## src/rtl/csa_key_loader.sv

```systemverilog
// ---------------------------------------------------------------------------
// csa_key_loader
//
// Control-word scheduler in front of the CSA decrypt core. Two requesters
// (even and odd) each hand over a 64-bit control word. Every CW waits in its
// own slot until the core's single key-load port is free. The CW for the
// parity that the in-flight packet is using is never loaded while that packet
// is active. One key-schedule run happens at a time, and the loader tracks
// whether each parity's key schedule is complete and current.
//
// Handshake: a slot accepts a CW on any rising edge where x_cw_valid and
// x_cw_ready are both high. x_cw_ready comes straight from the slot's pend
// flag, so it has no combinational dependence on x_cw_valid. A requester may
// drop valid or change data only after the accepting edge.
//
// Ports:
//   clk            system clock, rising edge
//   rst            asynchronous active-low reset
//   even_cw_valid  even CW offered
//   even_cw        even CW value
//   even_cw_ready  even slot empty
//   odd_cw_valid   odd CW offered
//   odd_cw         odd CW value
//   odd_cw_ready   odd slot empty
//   pkt_active     decrypt core is inside a scrambled TS packet
//   pkt_parity     parity used by that packet (0 even, 1 odd)
//   flush          synchronous pulse: drop pending CWs, invalidate both keys
//   key_en         one-cycle start pulse to the decrypt core
//   even_odd       parity of the CW on ck, held while busy
//   ck             CW driven to the core, held while busy
//   busy           key schedule run in progress
//   load_done      one-cycle pulse when a run completes
//   even_key_valid even key schedule complete and current
//   odd_key_valid  odd key schedule complete and current
// ---------------------------------------------------------------------------
module csa_key_loader #(
  parameter int KS_CYCLES = 56,
  parameter int CNT_W     = 8
) (
  input  logic        clk,
  input  logic        rst,
  input  logic        even_cw_valid,
  input  logic [63:0] even_cw,
  output logic        even_cw_ready,
  input  logic        odd_cw_valid,
  input  logic [63:0] odd_cw,
  output logic        odd_cw_ready,
  input  logic        pkt_active,
  input  logic        pkt_parity,
  input  logic        flush,
  output logic        key_en,
  output logic        even_odd,
  output logic [63:0] ck,
  output logic        busy,
  output logic        load_done,
  output logic        even_key_valid,
  output logic        odd_key_valid
);

  typedef enum logic {
    IDLE = 1'b0,
    WAIT = 1'b1
  } state_t;

  localparam logic [CNT_W-1:0] CNT_LOAD = CNT_W'(KS_CYCLES - 1);

  state_t           state;
  state_t           state_next;

  logic             pend_even;
  logic             pend_odd;
  logic [63:0]      slot_even;
  logic [63:0]      slot_odd;
  logic [CNT_W-1:0] cnt;
  logic             last_served;

  logic             even_elig;
  logic             odd_elig;
  logic             accept_even;
  logic             accept_odd;
  logic             issue;
  logic             issue_odd;
  logic             finish;

  assign even_cw_ready = ~pend_even;
  assign odd_cw_ready  = ~pend_odd;

  // A flush cycle discards any handshake that happens in the same cycle.
  assign accept_even = even_cw_valid & ~pend_even & ~flush;
  assign accept_odd  = odd_cw_valid  & ~pend_odd  & ~flush;

  // A slot may not load while the active packet uses that parity.
  assign even_elig = pend_even & ~(pkt_active & ~pkt_parity);
  assign odd_elig  = pend_odd  & ~(pkt_active &  pkt_parity);

  // -------------------------------------------------------------------------
  // FSM next-state and decision logic
  // -------------------------------------------------------------------------
  always_comb begin
    state_next = state;
    issue      = 1'b0;
    issue_odd  = 1'b0;
    finish     = 1'b0;
    case (state)
      IDLE: begin
        if (even_elig || odd_elig) begin
          issue = 1'b1;
          // When both slots are eligible, serve the parity that was not
          // served last, so one requester cannot starve the other.
          if (even_elig && odd_elig) begin
            issue_odd = ~last_served;
          end else begin
            issue_odd = odd_elig;
          end
          state_next = WAIT;
        end
      end
      WAIT: begin
        if (cnt == '0) begin
          finish     = 1'b1;
          state_next = IDLE;
        end
      end
      default: begin
        state_next = IDLE;
      end
    endcase
    if (flush) begin
      state_next = IDLE;
      issue      = 1'b0;
      issue_odd  = 1'b0;
      finish     = 1'b0;
    end
  end

  // -------------------------------------------------------------------------
  // FSM state register
  // -------------------------------------------------------------------------
  always_ff @(posedge clk or negedge rst) begin
    if (!rst) begin
      state <= IDLE;
    end else begin
      state <= state_next;
    end
  end

  // -------------------------------------------------------------------------
  // Slots
  // -------------------------------------------------------------------------
  always_ff @(posedge clk or negedge rst) begin
    if (!rst) begin
      pend_even <= 1'b0;
      pend_odd  <= 1'b0;
      slot_even <= '0;
      slot_odd  <= '0;
    end else begin
      if (accept_even) begin
        slot_even <= even_cw;
      end
      if (accept_odd) begin
        slot_odd <= odd_cw;
      end

      if (flush) begin
        pend_even <= 1'b0;
      end else if (issue && !issue_odd) begin
        pend_even <= 1'b0;
      end else if (accept_even) begin
        pend_even <= 1'b1;
      end

      if (flush) begin
        pend_odd <= 1'b0;
      end else if (issue && issue_odd) begin
        pend_odd <= 1'b0;
      end else if (accept_odd) begin
        pend_odd <= 1'b1;
      end
    end
  end

  // -------------------------------------------------------------------------
  // Key-load port, schedule counter and status
  // -------------------------------------------------------------------------
  always_ff @(posedge clk or negedge rst) begin
    if (!rst) begin
      key_en         <= 1'b0;
      load_done      <= 1'b0;
      busy           <= 1'b0;
      cnt            <= '0;
      ck             <= '0;
      even_odd       <= 1'b0;
      last_served    <= 1'b1;
      even_key_valid <= 1'b0;
      odd_key_valid  <= 1'b0;
    end else begin
      key_en    <= issue;
      load_done <= finish;

      if (flush) begin
        busy <= 1'b0;
      end else if (issue) begin
        busy <= 1'b1;
      end else if (finish) begin
        busy <= 1'b0;
      end

      // The counter loads only at issue and holds at zero; it never wraps.
      if (flush) begin
        cnt <= '0;
      end else if (issue) begin
        cnt <= CNT_LOAD;
      end else if (state == WAIT && cnt != '0) begin
        cnt <= cnt - 1'b1;
      end

      // ck and even_odd keep their last value through a flush.
      if (issue) begin
        ck          <= issue_odd ? slot_odd : slot_even;
        even_odd    <= issue_odd;
        last_served <= issue_odd;
      end

      if (flush) begin
        even_key_valid <= 1'b0;
      end else if (issue && !issue_odd) begin
        even_key_valid <= 1'b0;
      end else if (finish && !even_odd) begin
        even_key_valid <= 1'b1;
      end

      if (flush) begin
        odd_key_valid <= 1'b0;
      end else if (issue && issue_odd) begin
        odd_key_valid <= 1'b0;
      end else if (finish && even_odd) begin
        odd_key_valid <= 1'b1;
      end
    end
  end

endmodule

```

## config.mk

```make
export PLATFORM = sky130hd
export DESIGN_NAME = csa_key_loader
export DESIGN_NICKNAME = d
export VERILOG_FILES = /design/src/rtl/csa_key_loader.sv
export SDC_FILE = /design/constraint.sdc
export NUM_CORES = 1
export LEC_CHECK = 0
export ABC_AREA = 1
export CORE_MARGIN = 1
export CORE_UTILIZATION = 29
export CTS_BUF_LIST = sky130_fd_sc_hd__clkbuf_2 sky130_fd_sc_hd__clkbuf_4 sky130_fd_sc_hd__clkbuf_8
export DETAILED_ROUTE_END_ITERATION = 6
export RECOVER_POWER = 25
export SLEW_MARGIN = 20
export SYNTH_ARGS = -nofsm -noshare
export SYNTH_HDL_FRONTEND = slang
export SYNTH_SLANG_ARGS = --single-unit
```

## constraint.sdc

```tcl
create_clock -name clk -period 1.5 [get_ports clk]
set_input_delay 0.3 -clock clk [delete_from_list [all_inputs] [get_ports clk]]
set_output_delay 0.3 -clock clk [all_outputs]
set_load 0.01 [all_outputs]
```

# Word-level counts from Yosys, hierarchy flattened
# Cells that the tools add are included.
classes:
  n_addsub: 1
  muxes: 32
  bitwise: 16
  reduce_logical: 17
ops:
  columns: ["cell", "count"]
  rows:
  - ["two-way mux 64 bit", 1]
  - ["two-way mux 1 bit", 27]
  - ["two-way mux 8 bit", 3]
  - ["nonzero test 3 bit", 6]
  - ["AND 1 bit", 8]
  - ["logical NOT 8 bit", 1]
  - ["NOT 1 bit", 8]
  - ["nonzero test 8 bit", 1]
  - ["subtractor 8 x 1 -> 8 bit, second input constant", 1]
  - ["logical AND 1 bit", 6]
  - ["logical NOT 1 bit", 2]
  - ["case mux 1 bit (2 select lines)", 1]
  - ["logical OR 1 bit", 1]
totals:
  register_bits: 210
  in_bits: 135
  output_inout_bits: 72

# Logic depth before layout (Yosys ltp)
logic_depth:
  ltp_word: 13
  ltp_mapped: 10
  mapped_depth_nobuf: 9

# Worst setup path after synthesis
# No wires, ideal clock.
synth_path:
  path_kind: "reg2reg"
  from: "reg cnt[0]"
  to: "reg cnt[0]"
  arrival_ps: 1187
  slack_ps: 196
  stages_incl_launch_ff: 10
  path_buffers: 0
  synth_period_minus_slack_ps: 1304
  cell_sequence: "dfrtp_1 > inv_1 > ha_1 > nand3_1 > inv_1 > nand2_1 > nand3_1 > nand2_1 > nand2_1 > nand2_1"
synth_via:
  elab_chain_cells: 4
  elab_cells_between_ends: 7
  cone_classes: "1 x add/sub; 3 x mux; 3 x reduce/logical"
synth_rtl:
  columns: ["item", "line", "text"]
  rows:
  - ["start: declaration", "74", "logic [CNT_W-1:0] cnt;"]
  - ["start signal: assignment", "214", "cnt <= cnt - 1'b1;"]
  - ["subtractor 8 x 1 -> 8 bit", "214", null]
  - ["two-way mux 8 bit", "213", "end else if (state == WAIT && cnt != '0) begin"]
  - ["two-way mux 8 bit", "211", "end else if (issue) begin"]
  - ["two-way mux 8 bit", "209", "if (flush) begin"]
# Several ways; a longest one is shown, not always the timed one. The select of a mux whose other input is x is not followed.
# A chain may end at the register's enable or synchronous reset.

# Final worst setup path
layout_path:
  from: "reg ck[59]"
  to: "out ck[59]"
layout_rtl:
  columns: ["item", "line", "text"]
  rows:
  - ["start: declaration", "53", "output logic [63:0] ck,"]
  - ["start signal: assignment", "219", "ck <= issue_odd ? slot_odd : slot_even;"]
# No word-level cell between the ends.

==> results.md <==
* Netlist cell types at 25
* Initial antenna violation count at 0
* Share of cells above drive strength 1 at a little over a fifth
* Drt pass-1 iters at 5
* Die Span Y at 178.1 µm
* WP data required at approximately 1.2 ns
* Critical Path End: ck[59]
* Drt wl/cell at ~16 µm
* Final period util at 96.86%
* Worst slew pin tran at 0.8540 ns
* Final HPWL from detailed placement at about 17000 µm
* Vias/cell at 4.648
* GRT Total Usage at 16.28%
* CP max FO at 2
* Cts bufs inserted at 39
* Critical Path Max Stage Delay at 0.39 ns
* Leak at 6.000 nW
* Clock transition at path regs at 0.06 ns
* Category of the worst setup path launch point: flip-flop
* Most frequent cells in the layout: dfrtp_1 (208), nand3_1 (142), clkdlybuf4s50_1 (133), nand2_1 (103)
* Critical path class: reg -> out
* Pin count of the biggest net entering global routing at 52
* Buffers on Ports at 206
* Routed WL at 25560 µm
* Synth Cell Area at 8994 µm²
* Slowest stage cell, crit path: dfrtp_1
* Reg2Reg Setup Slack at 0.13 ns
* CP startpoint: ck[59]
* Layout area overhead at 40.87%
* Clock sink count at 210
* Worst EP arrival at 1.15 ns
* Outcome: finished clean
* Clock Skew at 0.02293 ns
* Endpoints failing setup at 0
* Clock Root Buffer: clkbuf_8
* Vias in the first global route at 7520
* Post-place setup slack at -0.3465 ns
* Most common cell after layout, fill and taps aside: dfrtp_1
* GPL Wtd Cong at 0.7785
* DIE WIDTH at 178.1 µm
* Hold Fails Final Rpt at 0
* Die area at ~32000 µm²
* WP depth at 1
* Avg Cell Area, Syn at 10.02 µm²
* DRT antenna net count at 0
* Worst skew pair latency at approximately 0.52 ns
* Yosys warnings at 0
* Worst reg2reg path depth at 8
* Min-delay src: odd_cw[7]
* Worst r2r src: pend_odd
* I/O pins at just over 200
* Sequential fraction of the synthesis area at 58.44%
* Hold Crit Class: in -> reg
* DR iter-0 viols at 308
* Cells after synthesis at 898
* # rows at 64
* Final WS setup at 0.04704 ns
* DRC at 0
* VDD IR-drop max at roughly 0.00049 V
* Fill cell count at 2992
* CTS tree: built
* R2r endpoint: ck[29]
* Post-layout util at 41.42%
* Unrepaired setup endpoints after global routing: false
* Max-slew violation count at 0
* Post-layout min period at 1.453 ns
* Fin nets at 1281
* Total number of vias at roughly 7300
* Total power at 20.11 mW
* CP endpoint kind: primary output
* Slew HR at 43.07%
* Max Clk Rate at ~690 MHz
* First-pass GRT wire length at 40290 µm
* H-tree Lvls at 2
* CP Buf/Inv Count at 1
* Max-cap viol count at 0
* Yosys reg bits at 210
* Syn Nets at 1035
* Pwr per Cell Area at 1588 nW/µm²
* Crit-path cells: clkdlybuf4s15_1
* Total global routing overflow at 0
* Initial core utilization at 29.40%
* Worst-case clock buffer depth at 3
* Core Area at approximately 31000 µm²
* Crit-path leading delay family: flip-flops
[registers in the layout (all words and copies together), names as in the netlist, 8 cells and up]
name       flops
cnt            8
ck            64
slot_odd      64
slot_even     64
[worst min path at each step]
stage	endpoint	slack (ns)	cells past startpoint
floorplan	busy	0.004	0
global placement	slot_odd[49]	0.27	1
detailed placement	ck[49]	0.27	1
CTS	slot_odd[52]	0.30	2
global route	slot_odd[14]	0.32	3
finish	slot_odd[7]	0.35	3
[area by class of cell]
type / count / area, µm² / area share, %
flip-flops and latches: 210 / 5258 / 41.50
multi-input cells: 539 / 3079 / 24.30
repair buffers: 268 / 2661 / 21.01
clock buffers: 64 / 787.0 / 6.212
well taps: 396 / 495.5 / 3.911
inverters: 86 / 325.3 / 2.568
clock inverters: 6 / 61.31 / 0.4839
diodes: 1 / 2.502 / 0.01975
[cells by family (layout without fill, tap and decap cells)]
group | count (synthesis) | after routing | share of synthesized area [%]
AO/OA/AOI/OAI | 68 | 68 | 3.784
XOR/XNOR | 1 | 1 | 0.09740
adder cells (fa/ha/maj) | 2 | 2 | 0.2782
buffers and inverters | 149 | 424 | 7.707
flip-flops | 210 | 210 | 58.44
multiplexers | 64 | 64 | 8.431
other | 0 | 1 | 0
AND/OR/NAND/NOR | 404 | 404 | 21.26
[synth_stat cells]
library cell / number / area, µm²
nand4_1: 70 / 437.9
nand2_2: 1 / 6.260
clkbuf_1: 11 / 41.29
xor2_1: 1 / 8.760
ha_1: 2 / 25.02
o21ai_0: 1 / 5.000
nand3_4: 1 / 17.52
buf_6: 6 / 67.56
or2_2: 1 / 6.260
buf_2: 32 / 160.2
nand3_1: 144 / 720.7
buf_4: 13 / 97.59
dfrtp_1: 209 / 5230
nor2_4: 1 / 11.26
mux2_2: 54 / 608.1
nand3_2: 1 / 10.01
mux2_4: 10 / 150.1
inv_1: 84 / 315.3
inv_2: 2 / 7.510
buf_1: 1 / 3.750
dfstp_2: 1 / 26.28
nand2_1: 104 / 390.4
nor2_1: 80 / 300.3
a21oi_1: 67 / 335.3
nand2_4: 1 / 11.26
[metal layers]
layer,up-vias,global-route usage [%],share of wire [%]
met1,3534,21.68,45
met3,42,3.005,5.3
met5,-,0,0
met4,0,5.449,2.4
met2,205,26.52,47
li1,3517,-,-
[power by group]
group	total [mW]	switching, mW	internal (mW)	leakage (nW)
Combinational	5.81	2.97	2.84	3.10
Clock	5.91	2.42	3.49	0.457
Sequential	8.40	1.05	7.34	2.45
Total	20.1	6.44	13.7	6.00
[repair_timing]
action                     4_1_cts  5_1_grt
hold buffers                     1        0
pin swaps                        0        0
setup endpoints to repair       72       44
setup buffers                    2        1
hold endpoints to repair        39        0
gates resized for setup        164       35
[per-stage QoR]
step | TNS, ns | cells | area [µm²] | hold WS [ns]
after CTS | 0 | 1568 | 12860 | 0.2986
final | 0 | 1570 | 12670 | 0.3502
after floorplan | 0 | 898 | 8994 | 0.004409
after global routing | 0 | 1569 | 12670 | 0.3167
after global placement | -53.65 | 1495 | 11990 | 0.2683
after detailed placement | -60.16 | 1495 | 11990 | 0.2672
Note: power is estimated with default switching activity, not from simulation.
